**src/rtl/noc_input_fifo_pkg.sv**
```systemverilog
// Shared constants for the simple_mesh_xy switch: default flit width and port indices
// used by the input FIFOs, control unit and output mux.
package noc_input_fifo_pkg;

  localparam int NOC_DATA_WIDTH = 8;
  localparam int NOC_NUM_PORTS  = 5;

  typedef enum logic [2:0] {
    PORT_LOCAL = 3'd0,
    PORT_NORTH = 3'd1,
    PORT_EAST  = 3'd2,
    PORT_SOUTH = 3'd3,
    PORT_WEST  = 3'd4
  } noc_port_e;

  function automatic int ptr_width(input int depth);
    return $clog2(depth) + 1;
  endfunction

endpackage

```
**src/rtl/noc_fifo_mem.sv**
```systemverilog
// Register array for the input FIFO: one write port and one synchronous read port.
// The read register resets to zero so data_o never carries X before the first read.
module noc_fifo_mem
  import noc_input_fifo_pkg::*;
#(
  parameter int DATA_WIDTH = NOC_DATA_WIDTH,
  parameter int DEPTH      = 4,
  parameter int AW         = $clog2(DEPTH)
) (
  input  logic                  clk_i,
  input  logic                  rst_i,
  input  logic                  we_i,
  input  logic [AW-1:0]         waddr_i,
  input  logic [DATA_WIDTH-1:0] wdata_i,
  input  logic                  re_i,
  input  logic [AW-1:0]         raddr_i,
  output logic [DATA_WIDTH-1:0] rdata_o
);

  logic [DATA_WIDTH-1:0] mem_q [DEPTH];

  always_ff @(posedge clk_i) begin
    if (we_i) mem_q[waddr_i] <= wdata_i;
  end

  always_ff @(posedge clk_i or posedge rst_i) begin
    if (rst_i) begin
      rdata_o <= '0;
    end else if (re_i) begin
      rdata_o <= mem_q[raddr_i];
    end
  end

endmodule

```
**src/rtl/noc_input_fifo.sv**
```systemverilog
// Per-port input buffer of the mesh switch: wrap-bit pointers, registered read data,
// occupancy / almost-full flags and sticky overflow / underflow error flags.
module noc_input_fifo
  import noc_input_fifo_pkg::*;
#(
  parameter int DATA_WIDTH = NOC_DATA_WIDTH,
  parameter int DEPTH      = 4,
  parameter int AF_LEVEL   = DEPTH - 1
) (
  input  logic                    clk_i,
  input  logic                    rst_i,
  input  logic                    wr_en_i,
  input  logic [DATA_WIDTH-1:0]   data_i,
  output logic                    full_o,
  output logic                    almost_full_o,
  input  logic                    rd_en_i,
  output logic [DATA_WIDTH-1:0]   data_o,
  output logic                    empty_o,
  output logic [$clog2(DEPTH):0]  count_o,
  output logic                    overflow_o,
  output logic                    underflow_o,
  input  logic                    clr_err_i
);

  localparam int AW = $clog2(DEPTH);
  localparam int PW = ptr_width(DEPTH);
  localparam logic [PW-1:0] AF_CNT = PW'(AF_LEVEL);

  logic [PW-1:0] wr_ptr_q, rd_ptr_q;
  logic          wr_acc, rd_acc;

  // Flags derive only from registered pointers, so they are glitch-free w.r.t. inputs.
  assign count_o       = wr_ptr_q - rd_ptr_q;
  assign empty_o       = (wr_ptr_q == rd_ptr_q);
  assign full_o        = (wr_ptr_q[AW-1:0] == rd_ptr_q[AW-1:0]) &&
                         (wr_ptr_q[AW] != rd_ptr_q[AW]);
  assign almost_full_o = (count_o >= AF_CNT);

  assign wr_acc = wr_en_i & ~full_o;
  assign rd_acc = rd_en_i & ~empty_o;

  always_ff @(posedge clk_i or posedge rst_i) begin
    if (rst_i) begin
      wr_ptr_q <= '0;
      rd_ptr_q <= '0;
    end else begin
      if (wr_acc) wr_ptr_q <= wr_ptr_q + PW'(1);
      if (rd_acc) rd_ptr_q <= rd_ptr_q + PW'(1);
    end
  end

  // A fresh error in the clearing cycle wins over the clear.
  always_ff @(posedge clk_i or posedge rst_i) begin
    if (rst_i) begin
      overflow_o  <= 1'b0;
      underflow_o <= 1'b0;
    end else begin
      overflow_o  <= (wr_en_i & full_o)  | (overflow_o  & ~clr_err_i);
      underflow_o <= (rd_en_i & empty_o) | (underflow_o & ~clr_err_i);
    end
  end

  noc_fifo_mem #(
    .DATA_WIDTH (DATA_WIDTH),
    .DEPTH      (DEPTH),
    .AW         (AW)
  ) u_mem (
    .clk_i   (clk_i),
    .rst_i   (rst_i),
    .we_i    (wr_acc),
    .waddr_i (wr_ptr_q[AW-1:0]),
    .wdata_i (data_i),
    .re_i    (rd_acc),
    .raddr_i (rd_ptr_q[AW-1:0]),
    .rdata_o (data_o)
  );

endmodule

```
**config.mk**
```make
export PLATFORM = sky130hd
export DESIGN_NAME = noc_input_fifo
export DESIGN_NICKNAME = d
export VERILOG_FILES = /design/src/rtl/noc_input_fifo_pkg.sv /design/src/rtl/noc_fifo_mem.sv /design/src/rtl/noc_input_fifo.sv
export SDC_FILE = /design/constraint.sdc
export NUM_CORES = 1
export LEC_CHECK = 0
export ABC_CLOCK_PERIOD_IN_PS = 2000
export CAP_MARGIN = 20
export CELL_PAD_IN_SITES_DETAIL_PLACEMENT = 1
export CELL_PAD_IN_SITES_GLOBAL_PLACEMENT = 1
export CORE_MARGIN = 3
export CORE_UTILIZATION = 41
export DETAILED_ROUTE_END_ITERATION = 8
export HOLD_SLACK_MARGIN = 0.1
export PLACE_DENSITY = 0.81
export SLEW_MARGIN = 30
export SYNTH_ARGS = -nofsm -noshare
export SYNTH_HDL_FRONTEND = slang
export SYNTH_SLANG_ARGS = --single-unit
```
**constraint.sdc**
```tcl
create_clock -name clk_i -period 2 [get_ports clk_i]
set_input_delay 0.4 -clock clk_i [delete_from_list [all_inputs] [get_ports clk_i]]
set_output_delay 0.4 -clock clk_i [all_outputs]
set_load 0.005 [all_outputs]
```
Word-level counts from Yosys, hierarchy flattened --
Memories as Yosys holds them, arrays and structs flattened. A register that Yosys moved wholly into a read port is not among the register bits. Cells that the tools add are included.
Storage, ports and cells: output and inout bits 16, RAM bits 32, logic and storage cells 26, memory bits (read-only) 0, bits in registers 8, memories kept 1, latch bits 0
Cells by class: reductions and logical operators 1, order comparisons 1, shift operators 0, equal/unequal tests 3, $mul 0, mux-type cells 2, add/sub/neg operators 3, divide/modulo/power cells 0, bitwise logic cells 11
Memories:
- u_mem.mem_q | depth 4, width 8, rd ports 1, clocked after memory_dff 1, write ports 1, line noc_fifo_mem.sv:20 | logic [DATA_WIDTH-1:0] mem_q [DEPTH];
Operators with widths (count):
- $add A3 B1 Y3 const B | 2
- $and A1 B1 Y1 | 6
- $eq A3 B3 Y1 | 1
- $ge A3 B2 Y1 const B | 1
- $not A1 Y1 | 3
- $sub A3 B3 Y3 | 1
- $eq A2 B2 Y1 | 1
- $mux W1 | 2
- $or A1 B1 Y1 | 2
- $logic_and A1 B1 Y1 | 1
- $ne A1 B1 Y1 | 1

Logic depth before layout (Yosys ltp) --
Gate-level depths: netlist (run 1).
word-level depth 6, mapped depth 6, depth with buffers taken out 6

Hierarchy --
From an unflattened synthesis (run 1), not the netlist that was laid out.
Unflattened totals: cells, all modules 128, area, all modules 2001.9 um^2
By module, submodules not included:
- noc_fifo_mem | cells each 83, sequential area each 1161.1 um^2, instances 1, area an instance 1520.2 um^2
- noc_input_fifo | cells each 45, sequential area each 200.2 um^2, instances 1, area an instance 481.7 um^2

Worst setup path before layout (run 1) --
Ideal clock, no wire load.
path kind register -> register, start register rd_ptr_q[1], end memory u_mem.mem_q[0][0] (netlist name) (enable), setup time 0.332 ns, slack -0.041 ns, clock period less this slack 2.041 ns, data required time 1.668 ns, stages on the path, launching flop included 6, arrival 1.709 ns, path through dfrtp_1 -> clkbuf_1 -> inv_1 -> ha_1 -> a31oi_1 -> and2_1
On the way: cells in the longest elaborated chain, start to end 6
RTL lines:
- start: declaration | line noc_input_fifo.sv:29 | logic [PW-1:0] wr_ptr_q, rd_ptr_q;
- start signal: assignment | line noc_input_fifo.sv:48 | if (rd_acc) rd_ptr_q <= rd_ptr_q + PW'(1);
- $eq A2 B2 Y1 | line noc_input_fifo.sv:35 | assign full_o = (wr_ptr_q[AW-1:0] == rd_ptr_q[AW-1:0]) &&
- $logic_and A1 B1 Y1 | line noc_input_fifo.sv:35
- $not A1 Y1 | line noc_input_fifo.sv:39 | assign wr_acc = wr_en_i & ~full_o;
- $and A1 B1 Y1 | line noc_input_fifo.sv:39
- $mux W1 | line noc_fifo_mem.sv:23 | if (we_i) mem_q[waddr_i] <= wdata_i;
- $mux W1 (not written as such) | line noc_fifo_mem.sv:23
- end: declaration | line noc_fifo_mem.sv:20
No other way between the ends.

Worst setup path in the final report (run 1) --
start register wr_ptr_q[0], end output almost_full_o
On the way: cells in the longest elaborated chain, start to end 2
RTL lines:
- start: declaration | line noc_input_fifo.sv:29
- start signal: assignment | line noc_input_fifo.sv:47 | if (wr_acc) wr_ptr_q <= wr_ptr_q + PW'(1);
- $sub A3 B3 Y3 | line noc_input_fifo.sv:33 | assign count_o = wr_ptr_q - rd_ptr_q;
- $ge A3 B2 Y1 | line noc_input_fifo.sv:37 | assign almost_full_o = (count_o >= AF_CNT);
- end: declaration | line noc_input_fifo.sv:15 | output logic almost_full_o,
No other way between the ends.

==> flow_summary.ini, run 1 <==
[timing]
skew_ns = 0.00908
worstMarginPinSlew_ns = 0.683
drv_slew = 0
min_period_ns = 2.11
rsz0062_at_grt = true
fin_ws_ns = -0.114
slew-limit-headroom_pct = 54.4
setup_viol = 2
period_share_pct = 106
hold_viol = 0
max_clock_freq_ghz = 0.473

[routing]
drc_errors = 0
viasPerCell = 5.04
wl_per_cell_um = 18.4
ant_nets = 0
wl_um = 3870
vias = 1058
dr.first_iter.drc_count = 57
dr.pass1.iters = 4

[synth]
ys_top_cells_by_area = edfxtp_1, dfrtp_1, mux4_2, mux2_2, ha_1
ys_async_sr_fraction_pct = 33.3
synth_top_cell_by_area = edfxtp_1
synth_common_cells = edfxtp_1, dfrtp_1, mux2_2
synth_cell_types = 21
yosys_warnings = 0
synth.most_common_cell = edfxtp_1
synthFlopType = edfxtp_1
synthesis.nets = 125
synth_area_per_cell_um2 = 18.8
synthCells = 104
synth-seq-area-share_pct = 69.8
synth_edf_count = 32
synth_top_cell_area_share_pct = 49.3
syn_area_um2 = 1950
synth-seq-cells = 48

[cts]
cts_num_sinks = 48
htreeDepth = 2
clkSlewWorstSetupHoldPaths_ns = 0.08
cts_tree = built
clkLatencyLatePin_ns = 0.30
clockBufferDepth = 2
holdBufCountCts = 0
numCtsBuffers = 5
root_buffer = clkbuf_8

[placed_design]
port-buffer-count = 28
place.gp.congestion = 0.759
place_area_um2 = 2410
dpl.hpwl_um = 2670

[floorplan]
core_um2 = 4470
die_x_um = 75.0
fp-row-count = 24
die_area_um2 = 5620
ios = 29
die_h_um = 75.0
initial_core_util_pct = 43.6

[final_layout]
final_area_um2 = 2600
drive_above_1_share_pct = 39.9
num_antenna_cells = 0
nets = 178
syn2layout_area_growth_pct = 33.1
fillCellCount = 412
finish.utilization_pct = 58.0

[job]
drv.max_cap_violation_count = 0

[grt]
busiest_layer = met2
grt_max_degree = 17
overflow = 0
antenna_found_initial = 0
grt_pass1_vias = 1211
grt_pass1_wl_um = 5970
grtUsageMet3_pct = 4.01
met2_usage_pct = 28.2
grt_use_total_pct = 15.2
gr-usage-met1_pct = 16.5

[min_path]
hold_class = in -> async

[status]
failed_checks = negative setup slack
outcome = finished with violations

[worst_setup_path]
cp-start-kind = flop
critical_path_class = reg -> out
crit_arrival_ns = 1.71
path_max_fanout = 2
cp-end-kind = primary output
cp.required_ns = 1.60

[power]
powerDensity_nw_per_um2 = 1680
p_leak_nw = 1.00
ir_worst_vdd_v = 0.000697
## layer usage
metal / part of all wire (%) / vias to the layer above
li1: - / 494
met1: 40 / 541
met2: 57 / 18
met3: 2.2 / 5
met4: 1.4 / 0
met5: 0 / -
## critical path, stage by stage, from the launching register on
cell and delay (ns):
dfrtp_1 0.40, inv_2 0.08, ha_4 0.12, inv_2 0.03
fa_2 0.35, xnor2_2 0.15, a21o_1 0.16, buf_2 0.12
## layout by cell type (no fill, tap or decap), types with 2 or more instances in the layout
cell type and n:
mux4_2 8, edfxtp_1 32, dfrtp_1 16, clkbuf_8 5, inv_2 3, ha_4 2, buf_4 19, and2_2 3
a22o_1 2, buf_2 2, clkbuf_1 2, clkdlybuf4s50_1 22, mux2_2 10, ha_1 5, inv_1 5, xnor2_1 3
## cell families after synthesis
logic type,count (synthesis),synth area share (%)
adder cells (fa/ha/maj),8,5.52
AND/OR/NAND/NOR,7,1.86
AO/OA/AOI/OAI,7,2.76
XOR/XNOR,6,3.08
flip-flops,48,69.8
multiplexers,18,15.0
buffers and inverters,10,1.99
## layout make-up
class	instances	area, um2	share of cell area, %
clock buffer	7	76.3	2.94
timing repair buffer	48	438	16.9
clock inverter	1	3.75	0.145
multi-input combinational	46	622	24.0
tap	52	65.1	2.51
inverter	8	30.0	1.16
sequential	48	1360	52.4
## through the flow
step	setup WS, ns	std cells	total power [mW]	TNS [ns]	hold WS, ns
2_1_floorplan	0.0130	104	2.57	0	0.314
3_3_place_gp	-0.146	194	3.49	-0.238	0.488
3_5_place_dp	-0.248	194	3.63	-0.564	0.496
4_1_cts	-0.169	206	4.32	-0.248	0.514
5_1_grt	-0.182	210	4.66	-1.58	0.538
6_report	-0.114	210	4.37	-0.121	0.505
## sequential cells by signal, indices dropped and copies added (netlist names)
register       flops
u_mem.mem_q       32
u_mem.rdata_o      8
rd_ptr_q           3
wr_ptr_q           3
overflow_o         1
underflow_o        1
## final timing paths
check	startpoint	end	slack [ns]	cells after the start
setup / recovery	wr_ptr_q[0]$_DFFE_PP0P_	almost_full_o	-0.11	7
setup reg to reg	rd_ptr_q[1]$_DFFE_PP0P_	u_mem.mem_q[2][4]$_DFFE_PP_	0.05	6
max in group asynchronous	rst_i	u_mem.rdata_o[1]$_DFFE_PP0P_	1.05	2
hold reg to reg	u_mem.rdata_o[2]$_DFFE_PP0P_	u_mem.rdata_o[2]$_DFFE_PP0P_	0.51	1
hold / removal	rst_i	overflow_o$_DFF_PP0_	0.51	2
min in group clk_i	u_mem.rdata_o[2]$_DFFE_PP0P_	u_mem.rdata_o[2]$_DFFE_PP0P_	0.51	1
## power breakdown
group | switching, mW | internal (mW) | leakage, nW
clock | 0.294 | 0.244 | 0.0399
sequential | 0.158 | 1.39 | 0.484
combinational | 0.952 | 1.33 | 0.479
## repair_timing
action	4_1_cts	5_1_grt
resized for setup	27	4
pin swaps	2	1
setup endpoints to repair	27	25
buffers inserted	4	4
cloned	0	0
Note: power is estimated with default switching activity, not from simulation.
==> run 2, diff against run 1 <==
Settings changed: CORE_ASPECT_RATIO from default to 0.9, CTS_BUF_LIST from default to sky130_fd_sc_hd__clkbuf_16, CTS_CLUSTER_SIZE from default to 25.
==> run 2 against run 1 <==
- the run still ends with negative setup slack left
- total power increased by 4.6%
- critical path depth stayed put
- setup slack improved by 0.028 ns
- clock skew is 0.0048 ns lower
- clock power rose by 70%
- non-clock buffer count shrank 4
- via count fell by 0.28%
- worst hold slack got worse by 0.0039 ns
- critical path type unchanged
- largest cell class unchanged
- largest power group unchanged
- highest routed layer unchanged
==> flow_summary.ini, run 2 (synthesis gave the netlist of run 1 again) <==
[final_layout]
final_area_um2 = 2640
fillCellCount = 419
largest_register_ffs = 32
drive_above_1_share_pct = 37.7
layout_commonest_cell = edfxtp_1
nets = 174
syn2layout_area_growth_pct = 35.2
num_antenna_cells = 0
top_register = u_mem.mem_q
biggestRegsByFlops = u_mem.mem_q: 32 flops, u_mem.rdata_o: 8 flops
multi_input_area_um2 = 609
ff_latch_area_um2 = 1360
final_cell_mix = edfxtp_1, clkdlybuf4s50_1, dfrtp_1

[placed_design]
place.gp.congestion = 0.735
port-buffer-count = 28
place_ws_ns = -0.287
place_area_um2 = 2410
dpl.hpwl_um = 2560

[min_path]
hold_class = reg -> reg

[worst_setup_path]
critPathTopFamily = adder cells
cp-start-kind = flop
cp-end-kind = primary output
path_max_fanout = 2
critical_path_class = reg -> out
cpMostUsedCell = inv_2
critical_path_buf_inv_count = 3
crit_arrival_ns = 1.69
slowest_stage = dfrtp_1
cp_slowest_stage_delay_ns = 0.39
path_cells = inv_2, ha_4, inv_2, fa_2, xnor2_2, a21o_1, buf_2
cp.required_ns = 1.60

[floorplan]
die_h_um = 71.4
fp-row-count = 23
die_area_um2 = 5620
core_um2 = 4520
initial_core_util_pct = 43.2
die_x_um = 78.7
ios = 29

[status]
failed_checks = negative setup slack
outcome = finished with violations

[job]
drv.max_cap_violation_count = 0

[routing]
viasPerCell = 4.88
ant_nets = 0
vias = 1055
wl_per_cell_um = 17.3
drc_errors = 0
dr.first_iter.drc_count = 46
dr.pass1.iters = 4
wl_um = 3730

[power]
p_int_mw = 3.20
switching_share_pct = 30.1
powerDensity_nw_per_um2 = 1730
pwr-share-clk_pct = 19.9
ir_worst_vdd_v = 0.000881
comb_power_share_pct = 46.3
p_leak_nw = 1.02
p_seq_share_pct = 33.8
total_power_mw = 4.57
power.switching_mw = 1.37

[grt]
grt_pass1_wl_um = 6220
antenna_found_initial = 0
overflow = 0
grt_use_total_pct = 15.2
grt_max_degree = 17
grt_pass1_vias = 1201

[timing]
period_share_pct = 104
min_period_ns = 2.09
fin_ws_ns = -0.0862
tns_ns = -0.0862
holdWs_ns = 0.502
max_clock_freq_ghz = 0.479
drv_slew = 0
setup_viol = 1
slew-limit-headroom_pct = 56.3
skew_ns = 0.00427
worstMarginPinSlew_ns = 0.655
rsz0062_at_grt = true
hold_viol = 0

[cts]
root_buffer = clkbuf_16
clkSlewWorstSetupHoldPaths_ns = 0.06
clkLatencyLatePin_ns = 0.28
htreeDepth = 2
numCtsBuffers = 5
holdBufCountCts = 0
cts_num_sinks = 48
clockBufferDepth = 2
cts_tree = built
==> run 2: cell types whose count changed in the layout (fill, tap and decap cells not counted), sizes merged <==
cell,delta
clkbuf,-2
clkdlybuf4s50,+1
clkdlybuf4s15,-2
dlygate4sd2,+2
bufinv,+1
dlymetal6s2s,-1
buf,-4
inv,+1
==> run 2: path summary, 6_finish.rpt <==
kind,startpoint,endpoint,slack [ns],depth (start not counted)
worst max-delay path,wr_ptr_q[0]$_DFFE_PP0P_,almost_full_o,-0.09,7
worst min-delay path,u_mem.rdata_o[0]$_DFFE_PP0P_,u_mem.rdata_o[0]$_DFFE_PP0P_,0.50,1
worst max register to register,rd_ptr_q[1]$_DFFE_PP0P_,u_mem.mem_q[1][5]$_DFFE_PP_,0.15,5
worst min register to register,u_mem.rdata_o[0]$_DFFE_PP0P_,u_mem.rdata_o[0]$_DFFE_PP0P_,0.50,1
max in group asynchronous,rst_i,u_mem.rdata_o[3]$_DFFE_PP0P_,1.07,2
min in group asynchronous,rst_i,u_mem.rdata_o[0]$_DFFE_PP0P_,0.51,2
==> run 2: repair_timing <==
item / in CTS / in global routing
setup endpoints to repair: 6 / 5
setup buffers: 4 / 1
resized for setup: 21 / 2
pin swaps: 2 / 2
==> run 2: worst register-to-register path, delay by kind of cell (launching register included) <==
| kind | cells | cell delay [ns] |
|---|---|---|
| AO/OA/AOI/OAI | 1 | 0.26 |
| adder cells (fa/ha/maj) | 1 | 0.33 |
| buffers and inverters | 2 | 0.23 |
| flip-flops | 1 | 0.35 |
| AND/OR/NAND/NOR | 1 | 0.36 |
==> run 2: area by class of cell <==
| class | count | share of cell area (%) |
|---|---|---|
| clock buffers | 5 | 4.74 |
| flip-flops and latches | 48 | 51.6 |
| well taps | 62 | 2.94 |
| multi-input cells | 46 | 23.1 |
| repair buffers | 44 | 15.0 |
| clock inverters | 3 | 1.47 |
| inverters | 8 | 1.14 |
==> run 2: power groups by stage <==
| stage | clock (mW) | combinational [mW] | sequential, mW |
|---|---|---|---|
| after floorplan | 0 | 1.03 | 1.54 |
| after global placement | 0 | 1.96 | 1.53 |
| after detailed placement | 0 | 2.06 | 1.55 |
| after CTS | 0.937 | 2.12 | 1.55 |
| after global routing | 0.984 | 2.32 | 1.58 |
| final | 0.912 | 2.12 | 1.54 |
==> run 2: per-layer routing <==
metal / share of wire [%] / up-vias / track usage, % / routed length (um)
met5: 0 / - / 0 / 0
met3: 3.6 / 4 / 5.15 / 136
met4: 0.48 / 0 / 4.66 / 18
li1: - / 486 / - / -
met1: 41 / 545 / 17.7 / 1510
met2: 55 / 20 / 26.6 / 2060
==> run 2: metrics by stage <==
step / util [%] / std cells
floorplan: - / 104
global placement: 53.4 / 203
detailed placement: 53.4 / 203
CTS: 58.1 / 215
global route: 58.4 / 216
finish: 58.4 / 216
